**config.mk**
```make
export PLATFORM = sky130hd
export DESIGN_NAME = pipe_ctrl_unit
export DESIGN_NICKNAME = d
export VERILOG_FILES = /design/src/rtl/ctrl_pkg.sv /design/src/rtl/ctrl_decode.sv /design/src/rtl/pipe_ctrl_unit.sv
export SDC_FILE = /design/constraint.sdc
export NUM_CORES = 1
export LEC_CHECK = 0
export ABC_AREA = 0
export BUFFER_PORTS_ARGS = -buffer_cell sky130_fd_sc_hd__buf_2
export CORE_ASPECT_RATIO = 1.1
export CORE_MARGIN = 4
export CORE_UTILIZATION = 40
export CTS_CLUSTER_DIAMETER = 200
export DETAILED_ROUTE_END_ITERATION = 10
export HOLD_SLACK_MARGIN = 0.05
export MAX_ROUTING_LAYER = met4
export PLACE_DENSITY = 0.64
export SLEW_MARGIN = 10
export SYNTH_ARGS = -nofsm -noshare
export SYNTH_HDL_FRONTEND = slang
export SYNTH_SLANG_ARGS = --single-unit
export TNS_END_PERCENT = 30
```
**constraint.sdc**
```tcl
create_clock -name clk -period 2.8 [get_ports clk]
set_clock_uncertainty 0.15 [all_clocks]
set_input_delay 0 -clock clk [delete_from_list [all_inputs] [get_ports clk]]
set_output_delay 0 -clock clk [all_outputs]
set_load 0.05 [all_outputs]
```
**src/rtl/ctrl_pkg.sv**
```systemverilog
// Shared types for the pipelined control unit: opcodes, ALU/forwarding encodings and the
// per-stage control bundle carried from ID/EX through MEM/WB.
package ctrl_pkg;

    // Storage width for register fields inside stage registers; REGW must not exceed it.
    localparam int unsigned RegWMax = 8;

    localparam logic [3:0] OpSw   = 4'b0000;
    localparam logic [3:0] OpNor  = 4'b0001;
    localparam logic [3:0] OpLw   = 4'b0010;
    localparam logic [3:0] OpAddi = 4'b0011;
    localparam logic [3:0] OpAnd  = 4'b0111;
    localparam logic [3:0] OpOr   = 4'b1111;

    typedef enum logic [1:0] {
        AluAdd = 2'b00,
        AluAnd = 2'b01,
        AluOr  = 2'b10,
        AluNor = 2'b11
    } alu_op_e;

    typedef enum logic [1:0] {
        FwdReg = 2'b00,
        FwdMem = 2'b01,
        FwdWb  = 2'b10
    } fwd_sel_e;

    typedef struct packed {
        logic               alu_src;
        alu_op_e            alu_op;
        logic               mr;
        logic               mw;
        logic               mreg;
        logic               en_rw;
        logic [RegWMax-1:0] dest;
    } ctrl_bundle_t;

    typedef struct packed {
        ctrl_bundle_t       ctrl;
        logic               re_rs;
        logic               re_rt;
        logic [RegWMax-1:0] rs;
        logic [RegWMax-1:0] rt;
    } stage_t;

    // MEM wins over WB; r0 and unread operands never forward.
    function automatic fwd_sel_e fwd_sel(input logic               re,
                                         input logic [RegWMax-1:0] src,
                                         input ctrl_bundle_t       mem,
                                         input ctrl_bundle_t       wb);
        fwd_sel_e sel;
        sel = FwdReg;
        if (re && (src != '0)) begin
            if (mem.en_rw && (mem.dest == src)) begin
                sel = FwdMem;
            end else if (wb.en_rw && (wb.dest == src)) begin
                sel = FwdWb;
            end
        end
        return sel;
    endfunction

endpackage

```
**src/rtl/ctrl_decode.sv**
```systemverilog
// Combinational ID-stage decoder: opcode and register fields to a stage_t record.
// Invalid, killed or unknown instructions decode to an all-zero bubble.
module ctrl_decode
    import ctrl_pkg::*;
#(
    parameter int unsigned OPW  = 4,
    parameter int unsigned REGW = 3
) (
    input  logic            valid_i,
    input  logic            kill_i,
    input  logic [OPW-1:0]  opcode_i,
    input  logic [REGW-1:0] rs_i,
    input  logic [REGW-1:0] rt_i,
    input  logic [REGW-1:0] rd_i,
    output stage_t          stage_o
);

    logic [RegWMax-1:0] rs_w, rt_w, rd_w;

    always_comb begin
        rs_w = '0;
        rt_w = '0;
        rd_w = '0;
        rs_w[REGW-1:0] = rs_i;
        rt_w[REGW-1:0] = rt_i;
        rd_w[REGW-1:0] = rd_i;
    end

    always_comb begin
        stage_o = '0;
        if (valid_i && !kill_i) begin
            case (opcode_i)
                OPW'(OpSw): begin
                    stage_o.ctrl.alu_src = 1'b1;
                    stage_o.ctrl.alu_op  = AluAdd;
                    stage_o.ctrl.mw      = 1'b1;
                    stage_o.re_rs        = 1'b1;
                    stage_o.re_rt        = 1'b1;
                end
                OPW'(OpNor), OPW'(OpAnd), OPW'(OpOr): begin
                    if (opcode_i == OPW'(OpNor)) begin
                        stage_o.ctrl.alu_op = AluNor;
                    end else if (opcode_i == OPW'(OpAnd)) begin
                        stage_o.ctrl.alu_op = AluAnd;
                    end else begin
                        stage_o.ctrl.alu_op = AluOr;
                    end
                    stage_o.ctrl.en_rw = 1'b1;
                    stage_o.ctrl.dest  = rd_w;
                    stage_o.re_rs      = 1'b1;
                    stage_o.re_rt      = 1'b1;
                end
                OPW'(OpAddi): begin
                    stage_o.ctrl.alu_src = 1'b1;
                    stage_o.ctrl.alu_op  = AluAdd;
                    stage_o.ctrl.en_rw   = 1'b1;
                    stage_o.ctrl.dest    = rt_w;
                    stage_o.re_rs        = 1'b1;
                end
                OPW'(OpLw): begin
                    stage_o.ctrl.alu_src = 1'b1;
                    stage_o.ctrl.alu_op  = AluAdd;
                    stage_o.ctrl.mr      = 1'b1;
                    stage_o.ctrl.mreg    = 1'b1;
                    stage_o.ctrl.en_rw   = 1'b1;
                    stage_o.ctrl.dest    = rt_w;
                    stage_o.re_rs        = 1'b1;
                end
                default: ;
            endcase
            // r0 is hardwired zero, so a write to it is dropped here once and for all
            if (stage_o.ctrl.dest == '0) begin
                stage_o.ctrl.en_rw = 1'b0;
            end
            stage_o.rs = stage_o.re_rs ? rs_w : '0;
            stage_o.rt = stage_o.re_rt ? rt_w : '0;
        end
    end

endmodule

```
**src/rtl/pipe_ctrl_unit.sv**
```systemverilog
// Pipelined control and hazard unit: ID/EX, EX/MEM, MEM/WB control registers, load-use
// stall, EX-stage forwarding selects and a saturating stall counter.
module pipe_ctrl_unit
    import ctrl_pkg::*;
#(
    parameter int unsigned OPW  = 4,
    parameter int unsigned REGW = 3,
    parameter int unsigned CNTW = 16
) (
    input  logic            clk,
    input  logic            rst_n,
    input  logic            id_valid,
    input  logic [OPW-1:0]  id_opcode,
    input  logic [REGW-1:0] id_rs,
    input  logic [REGW-1:0] id_rt,
    input  logic [REGW-1:0] id_rd,
    input  logic            hold,
    input  logic            flush,
    output logic            stall,
    output logic            ex_alu_src,
    output logic [1:0]      ex_alu_op,
    output logic [1:0]      ex_fwd_a,
    output logic [1:0]      ex_fwd_b,
    output logic            mem_mr,
    output logic            mem_mw,
    output logic            wb_mreg,
    output logic            wb_en_rw,
    output logic [REGW-1:0] wb_waddr,
    output logic [CNTW-1:0] stall_cnt
);

    stage_t          id_stage;
    stage_t          idex_q, idex_d;
    stage_t          exmem_q, exmem_d;
    stage_t          memwb_q, memwb_d;
    logic [CNTW-1:0] cnt_q, cnt_d;
    logic            load_use;

    ctrl_decode #(
        .OPW  (OPW),
        .REGW (REGW)
    ) u_decode (
        .valid_i  (id_valid),
        .kill_i   (flush),
        .opcode_i (id_opcode),
        .rs_i     (id_rs),
        .rt_i     (id_rt),
        .rd_i     (id_rd),
        .stage_o  (id_stage)
    );

    always_comb begin
        load_use = 1'b0;
        if (idex_q.ctrl.mr && (idex_q.ctrl.dest != '0) && id_valid && !flush && !hold) begin
            load_use = (id_stage.re_rs && (id_stage.rs == idex_q.ctrl.dest)) ||
                       (id_stage.re_rt && (id_stage.rt == idex_q.ctrl.dest));
        end
    end

    // A flushed instruction already decodes to a bubble, so only the stall needs muxing here.
    always_comb begin
        idex_d  = idex_q;
        exmem_d = exmem_q;
        memwb_d = memwb_q;
        cnt_d   = cnt_q;
        if (!hold) begin
            idex_d  = load_use ? '0 : id_stage;
            exmem_d = idex_q;
            memwb_d = exmem_q;
            if (load_use && (cnt_q != {CNTW{1'b1}})) begin
                cnt_d = cnt_q + CNTW'(1);
            end
        end
    end

    always_ff @(posedge clk or negedge rst_n) begin
        if (!rst_n) begin
            idex_q  <= '0;
            exmem_q <= '0;
            memwb_q <= '0;
            cnt_q   <= '0;
        end else begin
            idex_q  <= idex_d;
            exmem_q <= exmem_d;
            memwb_q <= memwb_d;
            cnt_q   <= cnt_d;
        end
    end

    always_comb begin
        stall      = load_use;
        ex_alu_src = idex_q.ctrl.alu_src;
        ex_alu_op  = idex_q.ctrl.alu_op;
        ex_fwd_a   = fwd_sel(idex_q.re_rs, idex_q.rs, exmem_q.ctrl, memwb_q.ctrl);
        ex_fwd_b   = fwd_sel(idex_q.re_rt, idex_q.rt, exmem_q.ctrl, memwb_q.ctrl);
        mem_mr     = exmem_q.ctrl.mr;
        mem_mw     = exmem_q.ctrl.mw;
        wb_mreg    = memwb_q.ctrl.mreg;
        wb_en_rw   = memwb_q.ctrl.en_rw;
        wb_waddr   = memwb_q.ctrl.dest[REGW-1:0];
        stall_cnt  = cnt_q;
    end

    // MEM/WB carries the full record for uniformity; only part of it drives outputs.
    logic unused_memwb;
    assign unused_memwb = ^memwb_q;

endmodule

```
; After elaboration in Yosys (flattened, before gate mapping)
; Index checks and enable logic that the tools add are counted.
[word_totals]
output_inout_bits = 31
ff_bits = 71
[op_classes]
reduce_logical = 28
mux = 24
n_bitwise = 1
add_sub_neg = 1
n_eq_ne = 12
[ops]
columns = op, n
row1 = 33-bit 2-to-1 mux, 2
row2 = 8-bit equality test, 6
row3 = 8-bit nonzero test, 3
row4 = 2-bit 2-to-1 mux, 9
row5 = 9-bit case mux with 2 select lines, 1
row6 = 16-bit by 1-bit adder with 16-bit output (second input constant), 1
row7 = 16-bit != test (second input constant), 1
row8 = 1-bit logical AND, 14
row9 = 1-bit 2-to-1 mux, 9
row10 = 9-bit 2-to-1 mux, 1
row11 = 4-bit by 2-bit equality test with 1-bit output (second input constant), 2
row12 = 8-bit logical NOT, 1
row13 = 3-bit 2-to-1 mux, 2
row14 = 3-bit OR reduction, 2
row15 = 6-bit OR reduction, 1
row16 = 4-bit by 1-bit equality test with 1-bit output (second input constant), 1
row17 = 4-bit by 3-bit equality test with 1-bit output (second input constant), 1
row18 = 4-bit equality test (second input constant), 1
row19 = 4-bit logical NOT, 1
row20 = 4-bit OR reduction, 1
row21 = 1-bit logical NOT, 2
row22 = 2-bit AND reduction, 1
row23 = 2-bit OR reduction, 1
row24 = 1-bit logical OR, 1
row25 = 1-bit inverter, 1

; Longest topological paths before layout
; Gate-level depths: netlist (run 1).
[depth]
depth_word = 13
mapped_depth = 7
mapped_depth_nobuf = 7

; Hierarchy
; From an unflattened synthesis (run 1), not the netlist that was laid out.
[hier_totals]
hier_cells = 409
area_unflattened_um2 = 3957.5
[by_module_without_submodules]
columns = module, area_per_inst_um2, seq_area_each_um2, instances, cells_each
row1 = pipe_ctrl_unit, 3569.7, 1776.7, 1, 352
row2 = ctrl_decode, 387.9, 0.0, 1, 57

; Least setup slack after synthesis (run 1)
; No wires, ideal clock.
[synth_path]
path_kind = reg-to-reg
startpoint = register idex_q[19] (netlist bit)
endpoint = register cnt_q[10] (netlist: stall_cnt[10])
path_stages_with_launch = 8
setup_slack_ns = 0.543
required_time_ns = 2.508
arrival_time_ns = 1.965
setup_ns = 0.142
n_path_buf = 1
path_cell_list = dfrtp_1 > xor2_1 > nor4_1 > a32oi_1 > nor4b_4 > buf_4 > nand4_1 > xnor2_1
[synth_between]
elab_chain_len = 8
word_cells_on_any_way = 13
classes_between = eq/ne (2) / mux (1) / reduce/logical (10)
[synth_rtl]
columns = element, line
row1 = from (decl), pipe_ctrl_unit.sv:33  ; stage_t idex_q, idex_d;
row2 = from (signal assigned), pipe_ctrl_unit.sv:83  ; idex_q <= idex_d;
row3 = 8-bit nonzero test, pipe_ctrl_unit.sv:54  ; if (idex_q.ctrl.mr && (idex_q.ctrl.dest != '0) && id_valid && !flush && !hold) begin
row4 = 1-bit logical AND (4 in series), pipe_ctrl_unit.sv:54
row5 = 1-bit 2-to-1 mux *, pipe_ctrl_unit.sv:54
row6 = net stall, pipe_ctrl_unit.sv:19  ; output logic stall,
row7 = 1-bit logical AND *, pipe_ctrl_unit.sv:70  ; if (load_use && (cnt_q != {CNTW{1'b1}})) begin
row8 = 2-bit AND reduction (no line) *, --
row9 = to (signal assigned), pipe_ctrl_unit.sv:86  ; cnt_q <= cnt_d;
row10 = to (decl), pipe_ctrl_unit.sv:36  ; logic [CNTW-1:0] cnt_q, cnt_d;
; The timed path passes the listed nets; every way through them passes the cells marked *.
; A chain may end at the register's enable or synchronous reset.

; Final worst setup path (run 1)
[layout_path]
startpoint = input port id_opcode[3]
endpoint = output port stall
[layout_between]
elab_chain_len = 10
word_cells_on_any_way = 21
classes_between = eq/ne (7) / mux (8) / reduce/logical (6)
[layout_rtl]
columns = element, line
row1 = from (decl), pipe_ctrl_unit.sv:13  ; input logic [OPW-1:0] id_opcode,
row2 = "4-bit equality test, or another cell as far along", ctrl_decode.sv:32  ; case (opcode_i)
row3 = 6-bit OR reduction (no line) or 4-bit OR reduction (tied branches), --
row4 = 1-bit 2-to-1 mux, ctrl_decode.sv:32
row5 = 1-bit 2-to-1 mux, ctrl_decode.sv:31  ; if (valid_i && !kill_i) begin
row6 = 3-bit 2-to-1 mux (on tied branches), "ctrl_decode.sv:75, ctrl_decode.sv:76"
row7 = 33-bit 2-to-1 mux *, ctrl_decode.sv:31
row8 = 8-bit equality test (on tied branches), "pipe_ctrl_unit.sv:55, pipe_ctrl_unit.sv:56"
row9 = 1-bit logical AND (on tied branches), "pipe_ctrl_unit.sv:55, pipe_ctrl_unit.sv:56"
row10 = 1-bit logical OR *, pipe_ctrl_unit.sv:55  ; load_use = (id_stage.re_rs && (id_stage.rs == idex_q.ctrl.dest)) ||
row11 = 1-bit 2-to-1 mux *, pipe_ctrl_unit.sv:54
row12 = to (decl), pipe_ctrl_unit.sv:19
; Mark *: on every way between the ends. The rest lies on a longest branch, timed or not. The select of a mux whose other input is x is not followed.

==> results of run 1 <==
[worst reg2reg max path, cell delays in order, from the launching register on]
cell,delay (ns)
dfrtp_1,0.45
xor2_1,0.18
nor4_1,0.26
a32oi_1,0.14
nor4b_4,0.48
buf_4,0.22
nand4_1,0.09
mux2_1,0.32
[cell type report]
class	count	area, sq um	share of cell area
clock buffer	7	96.34	0.03427
clock inverter	1	30.03	0.01068
inverter	1	3.754	0.001335
multi-input combinational	141	1059	0.3765
sequential	44	1101	0.3916
tap	75	93.84	0.03338
timing repair buffer	68	427.9	0.1522
[cells in the final DEF (no fill, tap or decap)]
master	Yosys	layout
buf_2	1	48
dfrtp_1	44	44
xnor2_1	24	24
dlygate4sd3_1	0	15
mux2_2	11	11
nand4_1	10	10
nand2_1	10	10
nor2_1	9	9
nand2b_1	8	8
a32o_1	8	8
nand3_1	8	8
a22o_1	8	8
xor2_1	7	7
clkbuf_8	0	7
o21ai_0	5	5
and3_1	5	5
buf_4	3	5
o31ai_1	4	4
and2_1	4	4
and4_1	4	4
nor3_1	3	3
nor3_2	2	2
a21o_1	2	2
mux2_1	2	2
nor4_1	1	1
a32oi_1	1	1
a21oi_1	1	1
nor4b_4	1	1
nor2b_1	1	1
inv_1	1	1
o21a_1	1	1
ha_1	1	1
bufinv_16	0	1
[path summary, 6_finish.rpt]
kind,slack (ns),cells after the start,startpoint,end
max in group asynchronous,1.64,2,rst_n,wb_waddr[0]
max,0.21,9,id_opcode[3],stall
min reg2reg,0.34,1,stall_cnt[13],stall_cnt[13]
max reg2reg,0.40,7,idex_q[19],stall_cnt[15]
min,0.15,5,id_valid,idex_q[17]
min in group asynchronous,0.24,2,rst_n,stall_cnt[9]
[routing by layer]
layer	wire, um	share of wire	track usage	vias up
li1	-	-	-	836
met1	2190	0.46	0.1959	840
met2	2410	0.50	0.2633	30
met3	163	0.034	0.03046	4
met4	47	0.0098	0.03816	0
met5	0	0	-	-
[sequential cells by signal (all words and copies together) (netlist names)]
| register | cells |
|---|---|
| stall_cnt | 16 |
| idex_q | 14 |
| exmem_q | 4 |
| wb_waddr | 3 |
| ex_alu_op | 2 |
| ex_alu_src | 1 |
| mem_mr | 1 |
| mem_mw | 1 |
| wb_en_rw | 1 |
| wb_mreg | 1 |
[metrics by stage]
step	worst slack [ns]	area, sq um
after floorplan	0.5432	2206
after global placement	0.4638	2535
after detailed placement	0.3782	2535
after CTS	0.2031	2811
after global routing	0.05553	2811
final	0.2072	2811
[kinds of logic after synthesis]
kind of cell / after synthesis / synth area share
AO/OA/AOI/OAI: 30 / 0.1095
buffers and inverters: 9 / 0.02098
multiplexers: 13 / 0.06636
flip-flops: 44 / 0.4992
XOR/XNOR: 31 / 0.1231
AND/OR/NAND/NOR: 66 / 0.1753
adder cells (fa/ha/maj): 1 / 0.005671
[timing repair]
action / in CTS / in global routing
resized for setup: 0 / 0
hold endpoints to repair: 60 / 0
hold buffers: 15 / 0
buffers inserted: 0 / 0
[power by group]
group	total [mW]	leakage (nW)	switching, mW	internal (mW)
Clock	0.525	0.0645	0.210	0.315
Sequential	0.660	0.611	0.0138	0.647
Combinational	0.131	0.730	0.0740	0.0570
==> results.cfg, run 1 <==
[status]
status = finished, final reports clean

[critical_path]
crit_family = buffers and inverters
crit_chain = dlygate4sd3_1 -> buf_2 -> nor3_2 -> a21o_1 -> a32oi_1 -> nor4b_4 -> buf_4 -> buf_4 -> buf_2
critPathBufInv = 5
worstSetupPathType = input pin to output port
arrival_ns = 2.44
crit_required_ns = 2.65
start_kind = input pin
cp_slowest_cell = dlygate4sd3_1
critPathCaptureType = output port
max_stage_delay_ns = 0.54
critPathMaxFanout = 7

[cts]
clock_path_buffers = 2
cts-buffers-inserted = 5
htree_num_levels = 2
cts_sinks = 44
cts_tree = yes
insertion_delay_ns = 0.29
clkSlewWorstSetupHoldPaths_ns = 0.08
root_buffer = clkbuf_8

[placement]
hpwl_um = 3336
io_buffer_count = 48
dp.cells = 314
gp_congestion = 0.7914

[synthesis]
netlist_area_sq_um = 2206
synth-seq-cells = 44
synthDistinctLibCells = 31
synth_edf_count = 0
post-synth-top-area-fraction = 0.4991
ys_seq_area_frac = 0.4991
synthMostInstantiatedCell = dfrtp_1
synth_ff_type = dfrtp_1
synth_area_leaders = dfrtp_1 (50%), xnor2_1 (9.5%), mux2_2 (5.6%), a32o_1 (3.6%), a22o_1 (3.2%)
yosys_warnings = 0
syn_nets = 213
synthCells = 194
synthTopCellsByCount = dfrtp_1 (44), xnor2_1 (24), mux2_2 (11)
syn_avg_cell_area_sq_um = 11.37
async_flop_share = 1.000
yosys.area.top_type = dfrtp_1

[finish]
layout.nets = 280
fillers = 480
final_cells = 337
num_antenna_cells = 0
area_delta_synth_final_pct = 27.45
final_layout_size_suffix_gt1_frac = 0.2863
fin_util = 0.5245

[floorplanning]
die-area_sq_um = 6768
io_pins = 49
die_width_um = 78.81
initial_core_util = 0.4115
die_h_um = 85.89
fp.coreArea_sq_um = 5360
core.rowCount = 28

[route]
finalWirelength_um = 4812
wl_per_cell_um = 14.28
dr.pass1.iters = 4
ant_nets = 0
vias_per_cell = 5.074
vias = 1710
drt_iter0_markers = 83
drcViolationCount = 0

[power]
peakVddDrop_uv = 294.5
fin_total_pwr_mw = 1.316
power.leakage_nw = 1.406
powerDensity_nw_per_um2 = 468.1

[global_routing]
grt_pass1_wl_um = 8245
grt_max_degree = 45
grt_pass1_vias = 1688
grt_use_total = 0.1570
gr-total-overflow = 0
antenna_found_initial = 0

[sta]
finalSetupViolCount = 0
finalHoldViolCount = 0
tns_ns = 0
period_minus_slack_ns = 2.593
finalCritPeriodShare = 0.9260
fmax_mhz = 385.7
whs_ns = 0.1516
final_max_slew_viol_count = 0
maxSlewHeadroom = 0.3501
rsz0062_at_grt = false
tightest_slew_ns = 0.9749

[flow_run]
maxCapViolCount = 0

[hold_path]
hp-class = input pin to register
Power figures use the tool's default switching activity.
==> inputs of run 2 (changes only) <==
Settings changed: BUFFER_PORTS_ARGS -buffer_cell sky130_fd_sc_hd__buf_2 to default, DONT_BUFFER_PORTS from default to 1, PLACE_DENSITY 0.64 to 0.56.
==> results.cfg, run 2 (synthesis gave the netlist of run 1 again) <==
[global_routing]
grt_pass1_wl_um = 8721
antenna_found_initial = 0
gr-total-overflow = 0
grt_pass1_vias = 1712
grt_use_total = 0.1717
grt_max_degree = 43

[power]
p_seq_frac = 0.561
fin_total_pwr_mw = 1.207
peakVddDrop_uv = 207.4
power_switching_uw = 299.1
p_int_uw = 907.5
power.leakage_nw = 1.317
p_sw_frac = 0.2479
clkPwrFrac = 0.339
power.share.combinational = 0.100
powerDensity_nw_per_um2 = 428.8

[critical_path]
r2r_slack_ns = 0.23
arrival_ns = 2.71
start_kind = input pin
r2r_start = idex_q[19]
critPathCaptureType = register
critPathMaxFanout = 4
r2r_end = idex_q[17]
r2r_cells = 8
worstSetupPathType = input pin to register
crit_required_ns = 2.85

[floorplanning]
die-area_sq_um = 6768
io_pins = 49
fp.coreArea_sq_um = 5360
initial_core_util = 0.4115
die_width_um = 78.81
core.rowCount = 28
die_h_um = 85.89

[cts]
cts_sinks = 44
clock_path_buffers = 2
htree_num_levels = 2
post-cts-setup-buffers = 0
clkSlewWorstSetupHoldPaths_ns = 0.08
cts-buffers-inserted = 5
insertion_delay_ns = 0.30
cts_tree = yes
root_buffer = clkbuf_8

[placement]
hpwl_um = 3604
gp_congestion = 0.8094
io_buffer_count = 0

[finish]
final_layout_size_suffix_gt1_frac = 0.1933
final_common_cell = dfrtp_1
layout.nets = 256
final_cell_mix = dfrtp_1 (42), xnor2_1 (24), dlygate4sd3_1 (23), buf_4 (15), mux2_2 (11)
largest_register_ff_count = 16
num_antenna_cells = 0
area_delta_synth_final_pct = 27.57

[sta]
finalCritPeriodShare = 0.9502
fmax_mhz = 375.8
rsz0062_at_grt = false
final_max_slew_viol_count = 0
tns_ns = 0
tightest_slew_ns = 0.8972
maxSlewHeadroom = 0.3996
finalSetupViolCount = 0
period_minus_slack_ns = 2.661
finalHoldViolCount = 0

[route]
drcViolationCount = 0
finalWirelength_um = 5245
vias = 1683
wl_per_cell_um = 16.76
dr.pass1.iters = 4
drt_iter0_markers = 100
ant_nets = 0
vias_per_cell = 5.377

[status]
status = finished, final reports clean

[hold_path]
hp-class = input pin to register
min_to = idex_q[20]
hold_path_startpoint = flush
hold_depth = 3

[flow_run]
maxCapViolCount = 0
## run 2: cell types whose count changed in the layout (fill, tap and decap cells not counted), sizes merged
cell          previous run  this run
bufinv                   1         0
dlymetal6s4s             0         2
clkbuf                   7         6
clkinv                   0         2
buf                     53        19
dlygate4sd3             15        23
## run 2: worst max-delay path by stage
| stage | from | to | slack [ns] | cells past startpoint |
|---|---|---|---|---|
| global route | id_opcode[1] | idex_q[26] | 0.01 | 9 |
| floorplan | idex_q[19] | stall_cnt[10] | 0.54 | 7 |
| detailed placement | idex_q[19] | stall_cnt[4] | 0.39 | 8 |
| CTS | idex_q[19] | idex_q[9] | 0.07 | 8 |
| finish | id_opcode[1] | idex_q[26] | 0.14 | 9 |
| global placement | idex_q[19] | stall_cnt[5] | 0.49 | 8 |
## run 2: metal layers
layer	part of all wire	vias to the layer above	GRT usage
met5	0	-	-
met2	0.49	43	0.2695
li1	-	792	-
met4	0.012	0	0.04293
met3	0.064	6	0.05147
met1	0.43	842	0.2182
## run 2: timing repair
item | in CTS | in global routing
setup endpoints to repair | 0 | 5
endpoints found under the hold margin | 72 | 0
gates resized for setup | 0 | 8
hold buffers | 28 | 0
## run 2: worst max-delay path, cell delays in order
cell	delay (ns)
dlygate4sd3_1	0.60
nor3_2	0.10
o21a_1	0.22
a22o_1	0.22
o31ai_1	0.21
dlygate4sd3_1	0.57
nand2_1	0.05
dlygate4sd3_1	0.55
a22o_1	0.19
## run 2: final cells by class
cell class | count | area [sq um]
clock buffers | 6 | 82.58
clock inverters | 2 | 10.01
fillers | 469 | 2546
inverters | 1 | 3.754
multi-input cells | 141 | 1074
flip-flops and latches | 44 | 1104
well taps | 75 | 93.84
repair buffers | 44 | 446.7
## run 2: power by group through the flow
| stage | combinational (mW) | sequential (mW) | clock [mW] |
|---|---|---|---|
| after floorplan | 0.0570 | 0.683 | 0 |
| after global placement | 0.0536 | 0.689 | 0 |
| after detailed placement | 0.0553 | 0.690 | 0 |
| after CTS | 0.119 | 0.677 | 0.428 |
| after global routing | 0.132 | 0.680 | 0.454 |
| final | 0.121 | 0.677 | 0.409 |
## run 2: metrics by stage
stage,util,setup slack [ns],area [sq um],cells,hold slack [ns]
floorplan,-,0.5432,2206,194,-0.4456
global placement,0.4435,0.4892,2377,277,-0.4443
detailed placement,0.4435,0.3859,2377,277,-0.4439
CTS,0.5201,0.07058,2788,313,0.07216
global route,0.5250,0.009998,2814,313,0.1270
finish,0.5250,0.1393,2814,313,0.09902
